`config.mk`:
```
export PLATFORM = sky130hd
export DESIGN_NAME = aes_stream_ctrl_flat
export DESIGN_NICKNAME = d
export VERILOG_FILES = /design/src/rtl/aes_stream_if.sv /design/src/rtl/aes_stream_ctrl.sv /design/src/flat_wrapper.sv
export SDC_FILE = /design/constraint.sdc
export NUM_CORES = 1
export LEC_CHECK = 0
export ABC_AREA = 1
export CORE_MARGIN = 1.5
export CORE_UTILIZATION = 49
export CTS_BUF_LIST = sky130_fd_sc_hd__clkbuf_16
export CTS_CLUSTER_DIAMETER = 200
export DETAILED_ROUTE_END_ITERATION = 12
export PLACE_DENSITY = 0.91
export SLEW_MARGIN = 20
export SYNTH_ARGS = -nofsm -noshare
export SYNTH_HDL_FRONTEND = slang
export SYNTH_SLANG_ARGS = --single-unit
```
`constraint.sdc`:
```
create_clock -name clk -period 3.3 [get_ports clk]
set_input_delay 0.66 -clock clk [delete_from_list [all_inputs] [get_ports clk]]
set_output_delay 0.66 -clock clk [all_outputs]
set_load 0.1 [all_outputs]
```
`src/rtl/aes_stream_if.sv`:
```
// aes_stream_if: 32-bit valid/ready input stream and result output stream of aes_stream_ctrl
interface aes_stream_if;
  logic s_valid, s_ready, s_new_key, m_valid, m_ready, m_last;
  logic [31:0] s_data, m_data;
  modport master(output s_valid, s_data, s_new_key, m_ready, input s_ready, m_valid, m_data, m_last);
  modport slave(input s_valid, s_data, s_new_key, m_ready, output s_ready, m_valid, m_data, m_last);
endinterface

```
`src/rtl/aes_stream_ctrl.sv`:
```
// aes_stream_ctrl: streams key/data words into AES_CORE, restarts it per block and streams the result out
// Optional key reuse across frames when AES_KEY_CACHE_EN is defined.
module aes_stream_ctrl #(
  parameter int CORE_RST_CYC = 2,
  parameter int TIMEOUT_CYC = 64
) (
  input  logic         clk,
  input  logic         rst_n,
  aes_stream_if.slave  s,
  output logic         err,
  output logic         busy,
  output logic [127:0] core_data_in,
  output logic [127:0] core_key,
  output logic         core_rst_n,
  input  logic [127:0] core_data_out,
  input  logic         core_finished
);
  localparam int W = $clog2(TIMEOUT_CYC + CORE_RST_CYC + 4) + 1;
  typedef enum logic [2:0] {IDLE, LOAD_KEY, LOAD_DATA, RST_CORE, RUN, OUT} state_t;
  state_t state;
  logic [127:0] key, data, result;
  logic [W-1:0] cnt;
  logic [1:0] w;
  logic hs, mhs, new_key;
  assign w = cnt[1:0];
  assign hs = s.s_valid & s.s_ready;
  assign mhs = s.m_valid & s.m_ready;
`ifdef AES_KEY_CACHE_EN
  assign new_key = s.s_new_key;
`else
  logic unused;
  assign unused = s.s_new_key;
  assign new_key = 1'b1;
`endif
  assign core_key = key;
  assign core_data_in = data;
  assign s.m_data = result[{~w, 5'd0} +: 32];
  always_ff @(posedge clk or negedge rst_n)
    if (!rst_n) begin
      state <= IDLE;
      key <= '0;
      data <= '0;
      result <= '0;
      cnt <= '0;
      s.s_ready <= 1'b0;
      s.m_valid <= 1'b0;
      s.m_last <= 1'b0;
      err <= 1'b0;
      busy <= 1'b0;
      core_rst_n <= 1'b0;
    end else begin
      err <= 1'b0;
      case (state)
        IDLE: begin
          s.s_ready <= 1'b1;
          if (hs) begin
            busy <= 1'b1;
            cnt <= W'(1);
            if (new_key) begin
              key[127:96] <= s.s_data;
              state <= LOAD_KEY;
            end else begin
              data[127:96] <= s.s_data;
              state <= LOAD_DATA;
            end
          end
        end
        LOAD_KEY: if (hs) begin
          key[{~w, 5'd0} +: 32] <= s.s_data;
          cnt <= w == 2'd3 ? '0 : cnt + 1'b1;
          if (w == 2'd3) state <= LOAD_DATA;
        end
        LOAD_DATA: if (hs) begin
          data[{~w, 5'd0} +: 32] <= s.s_data;
          cnt <= w == 2'd3 ? '0 : cnt + 1'b1;
          if (w == 2'd3) begin
            state <= RST_CORE;
            s.s_ready <= 1'b0;
          end
        end
        RST_CORE: begin
          cnt <= cnt == W'(CORE_RST_CYC - 1) ? '0 : cnt + 1'b1;
          if (cnt == W'(CORE_RST_CYC - 1)) begin
            state <= RUN;
            core_rst_n <= 1'b1;
          end
        end
        RUN: begin
          cnt <= cnt + 1'b1;
          // a finished flag in the first cycle may be left over from the previous block
          if (core_finished && cnt != '0) begin
            result <= core_data_out;
            cnt <= '0;
            s.m_valid <= 1'b1;
            state <= OUT;
          end else if (cnt == W'(TIMEOUT_CYC - 1)) begin
            err <= 1'b1;
            cnt <= '0;
            core_rst_n <= 1'b0;
            busy <= 1'b0;
            s.s_ready <= 1'b1;
            state <= IDLE;
          end
        end
        OUT: if (mhs) begin
          cnt <= cnt + 1'b1;
          s.m_last <= w == 2'd2;
          if (w == 2'd3) begin
            cnt <= '0;
            s.m_valid <= 1'b0;
            s.m_last <= 1'b0;
            core_rst_n <= 1'b0;
            busy <= 1'b0;
            s.s_ready <= 1'b1;
            state <= IDLE;
          end
        end
        default: state <= IDLE;
      endcase
    end
endmodule

```
`src/flat_wrapper.sv`:
```
// flat-port wrapper written by rule: the top's interface ports become plain ports
module aes_stream_ctrl_flat 
#(
  parameter int CORE_RST_CYC = 2,
  parameter int TIMEOUT_CYC = 64
)
  (clk, rst_n, err, busy, core_data_in, core_key, core_rst_n, core_data_out, core_finished, s_s_valid, s_s_data, s_s_new_key, s_m_ready, s_s_ready, s_m_valid, s_m_data, s_m_last);
  aes_stream_if s_i ();
  input  logic clk;
  input  logic rst_n;
  output logic err;
  output logic busy;
  output logic [127:0] core_data_in;
  output logic [127:0] core_key;
  output logic core_rst_n;
  input  logic [127:0] core_data_out;
  input  logic core_finished;
  input wire logic [$bits(s_i.s_valid)-1:0] s_s_valid;
  input wire logic [$bits(s_i.s_data)-1:0] s_s_data;
  input wire logic [$bits(s_i.s_new_key)-1:0] s_s_new_key;
  input wire logic [$bits(s_i.m_ready)-1:0] s_m_ready;
  output wire logic [$bits(s_i.s_ready)-1:0] s_s_ready;
  output wire logic [$bits(s_i.m_valid)-1:0] s_m_valid;
  output wire logic [$bits(s_i.m_data)-1:0] s_m_data;
  output wire logic [$bits(s_i.m_last)-1:0] s_m_last;
  assign s_i.s_valid = s_s_valid;
  assign s_i.s_data = s_s_data;
  assign s_i.s_new_key = s_s_new_key;
  assign s_i.m_ready = s_m_ready;
  assign s_s_ready = s_i.s_ready;
  assign s_m_valid = s_i.m_valid;
  assign s_m_data = s_i.m_data;
  assign s_m_last = s_i.m_last;
  aes_stream_ctrl #(.CORE_RST_CYC(CORE_RST_CYC), .TIMEOUT_CYC(TIMEOUT_CYC)) u_core (.clk(clk), .rst_n(rst_n), .s(s_i), .err(err), .busy(busy), .core_data_in(core_data_in), .core_key(core_key), .core_rst_n(core_rst_n), .core_data_out(core_data_out), .core_finished(core_finished));
endmodule
```
; Word-level counts from Yosys, hierarchy flattened
; Cells that the tools add are included.
[classes]
n_addsub = 2
muxes = 44
n_eq_ne = 22
reduce_logical = 21
bitwise = 3
shifts = 3
[op_table]
columns = op, n
row1 = $bwmux W128, 2
row2 = $mux W128, 1
row3 = $shift A32 B9 Y128 const A, 1
row4 = $shiftx A128 B8 Y32, 1
row5 = $shiftx A32 B9 Y128, 1
row6 = $pmux W32 S2, 1
row7 = $mux W8, 7
row8 = $pmux W8 S5, 1
row9 = $mux W32, 1
row10 = $mux W3, 10
row11 = $ne A2 B1 Y1 const B, 11
row12 = $pmux W3 S6, 1
row13 = $mux W1, 16
row14 = $reduce_and A6 Y1, 2
row15 = $neg A7 Y9, 1
row16 = $reduce_and A9 Y1, 1
row17 = $add A8 B1 Y8 const B, 1
row18 = $eq A8 B1 Y1 const B, 1
row19 = $eq A8 B6 Y1 const B, 1
row20 = $reduce_and A2 Y1, 4
row21 = $reduce_and A4 Y1, 2
row22 = $reduce_bool A8 Y1, 1
row23 = $reduce_and A7 Y1, 1
row24 = $eq A3 B2 Y1 const B, 2
row25 = 18 further kinds, 24
[word_totals]
in_bits = 166
ff_bits = 401
wordCells = 107
out_inout_bits = 294

; Logic depth before layout (Yosys ltp)
; Gate-level depths: netlist (run 1).
[logic_depth]
ltp_word = 6
depth_mapped = 12
depth_no_buf = 11

; Worst setup path after synthesis (run 1)
; OpenSTA, ideal clock, no wires.
[synth_path]
path_kind = reg-to-output
start = register u_core.cnt[0]
end = output s_m_data[0]
path_slack_ns = -0.069
n_path_buf = 3
required_ns = 2.640
t_arrival_ns = 2.709
path_stages_with_launch = 6
cell_sequence = dfrtp_1 -> buf_2 -> buf_1 -> buf_2 -> nor2_1 -> o22ai_1
[synth_between]
elab_chain_len = 2
[synth_lines]
columns = item, line
row1 = from (decl), aes_stream_ctrl.sv:22  ; logic [W-1:0] cnt;
row2 = from (signal assigned), aes_stream_ctrl.sv:70  ; cnt <= w == 2'd3 ? '0 : cnt + 1'b1;
row3 = from (signal assigned), aes_stream_ctrl.sv:75  ; cnt <= w == 2'd3 ? '0 : cnt + 1'b1;
row4 = from (signal assigned), aes_stream_ctrl.sv:82  ; cnt <= cnt == W'(CORE_RST_CYC - 1) ? '0 : cnt + 1'b1;
row5 = $not A2 Y2, aes_stream_ctrl.sv:37  ; assign s.m_data = result[{~w, 5'd0} +: 32];
row6 = $shiftx A128 B8 Y32, aes_stream_ctrl.sv:37
row7 = to (decl), flat_wrapper.sv:24  ; output wire logic [$bits(s_i.m_data)-1:0] s_m_data;
; Every way passes these cells.

; Worst setup path in the final report (run 1)
[layout_path]
start = register u_core.cnt[0]
end = output s_m_data[24]
; The elaborated chain is that of the path after synthesis.

==> results of run 1 <==
## routing by layer
metal | share of wire, % | wire (µm) | track usage (%) | vias to the layer above
met5 | 0 | 0 | 0 | -
met4 | 6.2 | 3530 | 17.7 | 0
met3 | 8.7 | 4950 | 7.20 | 216
met2 | 49 | 27800 | 51.9 | 787
met1 | 36 | 20400 | 35.7 | 7343
li1 | - | - | - | 6585
## metrics by stage
| stage | setup slack (ns) | util [%] | cell area (µm²) | std cells | hold slack [ns] |
|---|---|---|---|---|---|
| 6_report | 0.253 | 68.2 | 23700 | 2666 | 0.137 |
| 5_1_grt | 0.150 | 68.2 | 23700 | 2666 | 0.178 |
| 4_1_cts | 0.236 | 68.2 | 23700 | 2666 | 0.148 |
| 3_5_place_dp | 0.560 | 64.5 | 22400 | 2594 | 0.453 |
| 3_3_place_gp | 0.629 | 64.5 | 22400 | 2594 | 0.450 |
| 2_1_floorplan | 0.0654 | - | 17700 | 1742 | 0.364 |
## flip-flops by register name, summed over array words and instances, names as in the netlist
name and cells:
u_core.s.m_last 1, u_core.busy 1, u_core.state 3, u_core.core_key 128
u_core.err 1, u_core.s.s_ready 1, u_core.core_data_in 128, u_core.result 128
u_core.cnt 8, u_core.s.m_valid 1, u_core.core_rst_n 1
## worst min-delay path by stage
| stage | from | endpoint | slack, ns | depth (start not counted) |
|---|---|---|---|---|
| 5_1_grt | rst_n | u_core.result[38] | 0.18 | 1 |
| 2_1_floorplan | rst_n | u_core.busy | 0.36 | 0 |
| 3_5_place_dp | u_core.result[68] | u_core.result[68] | 0.45 | 2 |
| 4_1_cts | rst_n | u_core.result[6] | 0.15 | 1 |
| 3_3_place_gp | u_core.result[81] | u_core.result[81] | 0.45 | 2 |
| 6_report | rst_n | u_core.result[6] | 0.14 | 1 |
## cell families (layout without fill, tap and decap cells)
kind of cell	after synthesis	in the layout	share of synthesized area [%]
flops	401	401	57.4
xor+xnor	4	4	0.201
mux	225	225	14.5
compound gates	139	139	4.54
buf+inv	162	631	4.42
fa+ha+maj	7	7	0.501
simple gates	804	804	18.4
## critical path: stages (launching register included)
cell	delay [ns]
dfrtp_4	0.48
buf_4	0.54
o21ai_0	0.28
o22ai_2	0.27
buf_12	0.21
## cells in the mapped netlist (4+ instances only)
| library cell | n | area, µm² |
|---|---|---|
| inv_2 | 4 | 15.0 |
| clkbuf_1 | 31 | 116 |
| buf_1 | 7 | 26.3 |
| ha_1 | 7 | 87.6 |
| mux2_2 | 187 | 2110 |
| mux2_1 | 38 | 428 |
| nand3_1 | 23 | 115 |
| nor2_4 | 9 | 101 |
| nor2_1 | 205 | 769 |
| nor3_1 | 48 | 240 |
| buf_4 | 33 | 248 |
| o22ai_1 | 34 | 213 |
| nand4_1 | 5 | 31.3 |
| o21ai_0 | 70 | 350 |
| nand2_1 | 509 | 1910 |
| dfrtp_1 | 401 | 10000 |
| buf_2 | 30 | 150 |
| inv_1 | 56 | 210 |
| a31oi_1 | 32 | 200 |
## cell type report
| cell class | count | area share [%] |
|---|---|---|
| clock inverters | 30 | 0.960 |
| well taps | 455 | 2.40 |
| flip-flops and latches | 401 | 42.3 |
| multi-input cells | 1179 | 29.0 |
| repair buffers | 498 | 19.9 |
| inverters | 61 | 0.981 |
| clock buffers | 42 | 4.43 |
==> qor.csv, run 1 <==
stage,metric,value,unit
critical_path,Worst R2R Setup Slack,0.67,ns
run_status,outcome,finished clean,
sta,Clock Skew,0.0290,ns
placement,routability cong.,0.887,
global_routing,grt ovf,0,
clock_network,Root Driver,clkbuf_16,
synth,Cells after Synth,1742,
synth,Ys Warns,0,
sta,fmax,328,MHz
sta,Final Hold Vio Count,0,
synth,post-synthesis cell type count,29,
critical_path,crit start category,flip-flop,
job,Max Cap Violations,0,
finish,multi-input logic area,6870,µm²
critical_path,worst setup path endpoint,s_m_data[24],
critical_path,Critical Path RT,2.64,ns
synth,syn nets,1915,
die,Die Wd,192,µm
clock_network,worst-skew pair later-pin latency,0.56,ns
finish,ant diodes,0,
clock_network,H-tree depth,2,
clock_network,# hold bufs at CTS,0,
clock_network,total setup buffers inserted after CTS,0,
detailed_routing,DR pass1 iterations,5,
detailed_routing,Via density,5.60,
detailed_routing,Routed WL,56.7,mm
global_routing,initial antenna violation count,1,
die,Initial Util,50.2,%
critical_path,crit path kind,flip-flop to output port,
detailed_routing,First DRT Iteration DRCs,911,
placement,hpwl dp,40.2,mm
sta,Finish-stage setup viols,0,
finish,area grow syn2layout,35.7,%
sta,RSZ-0062 raised after global routing,no,
critical_path,reg2reg path depth,9,
clock_network,clock-pin slew on the worst setup and hold paths,0.06,ns
sta,worst slew pin tran,0.723,ns
finish,fraction of layout cells with a size suffix above 1,28.5,%
global_routing,largest net degree at the start of global routing,130,
synth,fraction of registers with async set or reset after synthesis,100,%
finish,Fillers,2408,
synth,synthesized area per cell,10.0,µm²
die,full die area,36800,µm²
global_routing,first-pass GRT wire length,86.7,mm
min_path,Hold Crit Class,input port to asynchronous set/reset pin,
finish,"commonest non-fill, non-tap cells in the layout","nand2_1 (509), dfrtp_1 (400), buf_4 (288), nor2_1 (205), mux2_2 (187)",
sta,fin crit share,92.3,%
sta,max-slew violation count,0,
synth,"Seq/Total Area, Yosys",57.4,%
global_routing,vias in the first global route,15600,
die,core box area,34800,µm²
critical_path,RR Endpoint,u_core.core_data_in[89],
finish,"most common cell after layout, fill and taps aside",nand2_1,
detailed_routing,# DRC,0,
detailed_routing,post-DR wirelength/cell,21.3,µm
critical_path,r2r startpoint,u_core.cnt[0],
critical_path,critical path endpoint category,output port,
sta,TNS Setup,0,ns
critical_path,Worst Setup SP,u_core.cnt[0],
clock_network,Clock Path Buffers,3,
die,Die Height,192,µm
synth,post-synthesis register bit count,401,
clock_network,Num CTS Buffers,42,
global_routing,GRT Overall Usage,30.7,%
detailed_routing,"antenna viol nets, final",0,
clock_network,post-CTS sizing,0,
die,boundary pin count,460,
synth,"Top FF cell, synth",dfrtp_1,
critical_path,Crit Path Max Fanout,58,
synth,Post-synth EDFFs,0,
sta,Max-slew headroom,51.8,%
synth,synthesized area,17500,µm²
finish,Reg area,10000,µm²
finish,Final nets,2356,
placement,I/O Buffers,458,
clock_network,CTS tree,built,
detailed_routing,Vias,14900,
die,count of standard-cell rows,68,
sta,post-layout min period,3.05,ns
clock_network,Clock Sinks,401,
critical_path,CP arrival,2.39,ns
Power of run 1 is not shown: default switching activity piles up to over one toggle a cycle in this logic, so the estimate is an artifact.
==> inputs of run 2 (changes only) <==
--- a/config.mk
+++ b/config.mk
@@ -10,6 +10,7 @@
 export CORE_UTILIZATION = 49
 export CTS_BUF_LIST = sky130_fd_sc_hd__clkbuf_16
 export CTS_CLUSTER_DIAMETER = 200
+export CTS_CLUSTER_SIZE = 10
 export DETAILED_ROUTE_END_ITERATION = 12
 export PLACE_DENSITY = 0.91
 export SLEW_MARGIN = 20
==> run 2 against run 1 <==
Net effect: sequential share of layout area up 0.14 points; non-clock buffer count unchanged; via count up 1.1%; clock skew down 0.0066 ns; count of clock-buffer cells in the layout up 4; design area down 0.33%; flip-flop and latch count unchanged; first-iteration DRC count up 19%; worst setup slack better by 0.0027 ns; critical path depth unchanged; global-route usage up 0.60 points; routed wire length up 2.6%; largest cell class unchanged.
==> qor.csv, run 2 (synthesis gave the netlist of run 1 again) <==
stage,metric,value,unit,change
clock_network,Clock Sinks,401,,unchanged
finish,"most common cell after layout, fill and taps aside",nand2_1,,
detailed_routing,Routed WL,58.2,mm,+2.6%
global_routing,GRT Overall Usage,31.3,%,+0.60 points
clock_network,Num CTS Buffers,46,,+9.5%
finish,area grow syn2layout,35.3,%,
critical_path,"critical path, cell by cell",buf_4 -> o21ai_0 -> o22ai_2 -> buf_12,,
critical_path,critical path endpoint category,output port,,
global_routing,grt ovf,0,,unchanged
global_routing,initial antenna violation count,0,,-1
sta,max-slew violation count,0,,unchanged
die,Initial Util,50.2,%,unchanged
finish,Final nets,2360,,+0.17%
die,Die Wd,192,µm,unchanged
critical_path,Crit Path Max Fanout,58,,unchanged
finish,"commonest non-fill, non-tap cells in the layout","nand2_1 (509), dfrtp_1 (400), buf_4 (288), nor2_1 (205), mux2_2 (187)",,
detailed_routing,DR pass1 iterations,6,,+1
sta,Finish-stage setup viols,0,,unchanged
finish,Reg area,10000,µm²,unchanged
detailed_routing,"antenna viol nets, final",0,,unchanged
die,Die Height,192,µm,unchanged
global_routing,largest net degree at the start of global routing,130,,unchanged
finish,fraction of layout cells with a size suffix above 1,28.5,%,about the same
clock_network,Root Driver,clkbuf_16,,
finish,ant diodes,0,,unchanged
critical_path,CP max stage cell,buf_4,,
placement,routability cong.,0.887,,unchanged
clock_network,CTS tree,built,,
global_routing,vias in the first global route,15600,,+0.22%
detailed_routing,Vias,15100,,+1.1%
placement,I/O Buffers,458,,unchanged
clock_network,# hold bufs at CTS,0,,unchanged
sta,fin crit share,92.3,%,about the same
critical_path,Worst R2R Setup Slack,0.63,ns,-0.04 ns
finish,Final Util,67.9,%,-0.22 points
die,boundary pin count,460,,unchanged
global_routing,first-pass GRT wire length,88.0,mm,+1.5%
sta,fmax,328,MHz,about the same
critical_path,r2r startpoint,u_core.cnt[0],,
sta,Final Hold Vio Count,0,,unchanged
sta,worst slew pin tran,0.722,ns,-0.000580 ns
clock_network,post-CTS sizing,0,,unchanged
critical_path,crit start category,flip-flop,,
critical_path,CP arrival,2.38,ns,about the same
finish,Fillers,2379,,-1.2%
detailed_routing,Via density,5.71,,+1.9%
clock_network,worst-skew pair later-pin latency,0.55,ns,about the same
clock_network,total setup buffers inserted after CTS,0,,unchanged
sta,post-layout min period,3.04,ns,-0.00273 ns
detailed_routing,post-DR wirelength/cell,22.0,µm,+3.3%
sta,Max-slew headroom,51.9,%,about the same
sta,RSZ-0062 raised after global routing,no,,
critical_path,RR Endpoint,u_core.core_data_in[66],,
job,Max Cap Violations,0,,unchanged
critical_path,critical path's largest stage delay,0.55,ns,about the same
clock_network,clock-pin slew on the worst setup and hold paths,0.06,ns,about the same
sta,TNS Setup,0,ns,unchanged
detailed_routing,First DRT Iteration DRCs,1085,,+19%
finish,fin area,23600,µm²,-0.33%
min_path,Hold Crit Class,input port to asynchronous set/reset pin,,
run_status,outcome,finished clean,,
placement,Area after DPL,22400,µm²,unchanged
clock_network,Clock Path Buffers,3,,unchanged
critical_path,reg2reg path depth,9,,unchanged
finish,multi-input logic area,6870,µm²,unchanged
die,count of standard-cell rows,68,,unchanged
critical_path,crit path kind,flip-flop to output port,,
clock_network,H-tree depth,2,,unchanged
placement,hpwl dp,40.2,mm,unchanged
die,full die area,36800,µm²,unchanged
die,core box area,34800,µm²,unchanged
sta,Clock Skew,0.0224,ns,-0.00661 ns
critical_path,Critical Path RT,2.64,ns,about the same
detailed_routing,# DRC,0,,unchanged
-- run 2: worst max path at each step --
| stage | start | end |
|---|---|---|
| floorplan | u_core.cnt[0] | s_m_data[5] |
| global placement | s_s_valid | u_core.core_key[30] |
| detailed placement | s_s_valid | u_core.core_key[27] |
| CTS | u_core.cnt[0] | s_m_data[24] |
| global route | u_core.cnt[0] | s_m_data[24] |
| finish | u_core.cnt[0] | s_m_data[24] |
-- run 2: through the flow --
step                      instances  worst slack [ns]  hold slack (ns)
after floorplan                1742            0.0654            0.364
after global placement         2594             0.629            0.450
after detailed placement       2594             0.560            0.453
after CTS                      2646             0.263            0.162
after global routing           2646             0.154            0.189
final                          2646             0.255            0.150
-- run 2: critical path, delay by kind of cell (launching register included) --
kind	cells	cell delay, ns
AOI/OAI and AO/OA	2	0.56
buffers and inverters	2	0.76
DFF	1	0.48
-- run 2: per-layer routing --
layer | vias up | GRT usage (%) | part of all wire [%]
met5 | - | 0 | 0
met3 | 240 | 7.24 | 8.9
met1 | 7449 | 37.0 | 36
li1 | 6558 | - | -
met4 | 0 | 17.1 | 5.9
met2 | 851 | 52.8 | 49
-- run 2: layout make-up --
class | count | share of cell area (%)
flip-flops and latches | 401 | 42.5
multi-input cells | 1179 | 29.1
repair buffers | 498 | 20.0
clock buffers | 46 | 4.87
well taps | 455 | 2.41
inverters | 61 | 0.984
clock inverters | 6 | 0.212
Power of run 2 is left out for the same reason.
==> inputs of run 3 (changes only) <==
--- a/config.mk
+++ b/config.mk
@@ -7,12 +7,11 @@
 export LEC_CHECK = 0
 export ABC_AREA = 1
 export CORE_MARGIN = 1.5
-export CORE_UTILIZATION = 49
-export CTS_BUF_LIST = sky130_fd_sc_hd__clkbuf_16
+export CORE_UTILIZATION = 53
 export CTS_CLUSTER_DIAMETER = 200
 export CTS_CLUSTER_SIZE = 10
 export DETAILED_ROUTE_END_ITERATION = 12
-export PLACE_DENSITY = 0.91
+export PLACE_DENSITY = 0.95
 export SLEW_MARGIN = 20
 export SYNTH_ARGS = -nofsm -noshare
 export SYNTH_HDL_FRONTEND = slang
==> constraint.sdc (replaced) <==
create_clock -name clk -period 3.55 [get_ports clk]
set_input_delay 0.71 -clock clk [delete_from_list [all_inputs] [get_ports clk]]
set_output_delay 0.71 -clock clk [all_outputs]
set_load 0.1 [all_outputs]
==> run 3 against run 2 <==
Net effect: routed wire length increased by 4.0%; sequential share of layout area decreased by 0.46 points; flip-flop and latch count stayed put; first-iteration DRC count grew 47%; global-route usage is 4.6 points higher; non-clock buffer count shrank 9; design area up 1.1%; utilization rose by 5.7 points; hold slack improved by 0.023 ns; final cell count shrank 0.72%; count of clock-buffer cells in the layout up 2; highest routed layer is now met5.
==> qor.csv, run 3 (synthesis gave the netlist of run 1 again) <==
stage,metric,value,unit,change
power_and_ir_drop,Cell Pwr Density,1090,nW/µm²,
placement,hpwl dp,40.4,mm,+0.42%
detailed_routing,# DRC,0,,unchanged
clock_network,clock-pin slew on the worst setup and hold paths,0.06,ns,about the same
detailed_routing,Met1 Wirelength,20.0,mm,-3.6%
min_path,Hold Crit Class,input port to asynchronous set/reset pin,,
power_and_ir_drop,VDD IR max,0.848,mV,
global_routing,first-pass GRT wire length,92.3,mm,+5.0%
sta,max-slew violation count,0,,unchanged
critical_path,crit path kind,flip-flop to flip-flop,,
die,count of standard-cell rows,66,,-2.9%
die,Die Height,185,µm,-3.8%
sta,RSZ-0062 raised after global routing,no,,
sta,fin crit share,92.1,%,
global_routing,vias in the first global route,16100,,+3.5%
run_status,outcome,finished clean,,
sta,Finish-stage setup viols,0,,unchanged
sta,Clock Skew,0.0318,ns,+0.00948 ns
sta,worst slew pin tran,1.20,ns,+0.482 ns
clock_network,H-tree depth,2,,unchanged
critical_path,crit start category,flip-flop,,
finish,Final Util,73.6,%,+5.7 points
finish,fraction of layout cells with a size suffix above 1,16.4,%,-12 points
clock_network,total setup buffers inserted after CTS,0,,unchanged
global_routing,initial antenna violation count,3,,+3
detailed_routing,"antenna viol nets, final",0,,unchanged
placement,routability cong.,0.909,,+2.5%
finish,"most common cell after layout, fill and taps aside",nand2_1,,
sta,Final Hold Vio Count,0,,unchanged
global_routing,GRT Overall Usage,35.9,%,+4.6 points
clock_network,Root Driver,clkbuf_16,,
detailed_routing,Via density,5.91,,+3.5%
job,Max Cap Violations,0,,unchanged
critical_path,Crit Path Max Fanout,26,,-55%
global_routing,largest net degree at the start of global routing,130,,unchanged
sta,post-layout min period,3.27,ns,
finish,"commonest non-fill, non-tap cells in the layout","nand2_1 (509), dfrtp_1 (400), clkdlybuf4s50_1 (390), nor2_1 (205), mux2_2 (187)",,
die,Initial Util,53.8,%,+3.6 points
critical_path,critical path endpoint category,flip-flop,,
clock_network,Clock Sinks,401,,unchanged
critical_path,CP max stage cell,inv_1,,
critical_path,"critical path, cell by cell",inv_2 -> ha_1 -> inv_1 -> nor2_1 -> inv_1 -> nor3_1 -> mux2_2,,
finish,fin area,23900,µm²,+1.1%
clock_network,worst-skew pair later-pin latency,0.56,ns,about the same
detailed_routing,met3 WL,6.86,mm,+32%
clock_network,Num CTS Buffers,46,,unchanged
critical_path,Critical Path RT,3.95,ns,+1.31 ns
clock_network,# hold bufs at CTS,0,,unchanged
die,Die Wd,185,µm,-3.8%
global_routing,grt ovf,0,,unchanged
die,full die area,34100,µm²,-7.4%
die,boundary pin count,460,,unchanged
sta,Max-slew headroom,19.5,%,-32 points
power_and_ir_drop,Switching Power,14.0,mW,
power_and_ir_drop,clock group share of total power,15.6,%,
detailed_routing,routed wire length on met2,29.3,mm,+1.9%
placement,I/O Buffers,458,,unchanged
detailed_routing,post-DR wirelength/cell,23.0,µm,+4.7%
sta,fmax,306,MHz,
detailed_routing,Vias,15500,,+2.8%
power_and_ir_drop,P_int,12.0,mW,
detailed_routing,top layer in use,met5,,
detailed_routing,DR pass1 iterations,6,,unchanged
sta,TNS Setup,0,ns,unchanged
critical_path,critical path's largest stage delay,0.72,ns,+0.17 ns
clock_network,post-CTS sizing,0,,unchanged
finish,area grow syn2layout,36.8,%,
sta,hold_ws,0.173,ns,+0.0229 ns
critical_path,CP most frequent cell,inv_1,,
detailed_routing,First DRT Iteration DRCs,1591,,+47%
placement,Area after DPL,22700,µm²,+1.2%
finish,Final nets,2351,,-0.38%
power_and_ir_drop,combinational power share,58.2,%,
critical_path,CP arrival,3.68,ns,+1.30 ns
die,core box area,32500,µm²,-6.7%
clock_network,Clock Path Buffers,3,,unchanged
power_and_ir_drop,sequential share of power,26.2,%,
power_and_ir_drop,switch share,53.9,%,
clock_network,CTS tree,built,,
detailed_routing,Routed WL,60.5,mm,+4.0%
power_and_ir_drop,"Power, Total",26.0,mW,
power_and_ir_drop,leak pwr,11.6,nW,
[run 3: cell types whose count changed in the layout (fill, tap and decap cells not counted), moves of 2 or more]
cell,before,now
buf_4,288,53
clkdlybuf4s50_1,163,390
o22ai_1,4,34
o22ai_2,30,0
buf_12,46,43
diode_2,0,3
clkbuf_1,0,2
inv_1,57,55
[run 3: critical path, delay by kind of cell, from the launching register on]
kind / cells / cell delay, ns
adders and majority gates: 1 / 0.55
muxes: 1 / 0.33
buffers and inverters: 3 / 1.34
DFF: 1 / 0.64
and+or+nand+nor: 2 / 0.26
[run 3: layout make-up]
class                           count  area [µm²]
Clock inverter                      4        42.5
Multi-Input combinational cell   1179        6680
Tap cell                          442         553
Fill cell                        1983        8550
Inverter                           61         233
Clock buffer                       48        1160
Antenna cell                        3        7.51
Timing Repair Buffer              489        5190
Sequential cell                   401       10000
[run 3: layer usage]
| layer | vias up | GRT usage [%] |
|---|---|---|
| li1 | 6551 | - |
| met1 | 7556 | 39.7 |
| met2 | 1079 | 58.6 |
| met3 | 326 | 12.4 |
| met4 | 2 | 23.4 |
| met5 | - | 1.19 |
[run 3: path summary, 6_finish.rpt]
path,startpoint,end,slack [ns],cells past startpoint
max in group asynchronous,rst_n,u_core.core_data_in[80],2.46,2
setup reg to reg,u_core.cnt[0],u_core.core_key[51],0.28,7
hold / removal,rst_n,u_core.result[86],0.17,1
setup / recovery,u_core.cnt[0],u_core.core_key[51],0.28,7
min in group clk,u_core.result[59],u_core.result[59],0.47,2
hold reg to reg,u_core.result[59],u_core.result[59],0.47,2
[run 3: power groups by stage]
stage          registers, mW  clock network, mW  logic, mW
2_1_floorplan           11.7                  0       5.40
4_1_cts                 6.77               4.11       15.0
3_5_place_dp            6.80                  0       14.9
6_report                6.81               4.07       15.1
3_3_place_gp            6.70                  0       14.6
5_1_grt                 6.92               4.29       15.7
[run 3: metrics by stage]
stage,setup WS [ns],cells
after global placement,0.475,2572
after global routing,0.144,2627
after floorplan,0.131,1742
after CTS,0.328,2624
after detailed placement,0.359,2572
final,0.279,2627
(Power assumes the default switching activity.)
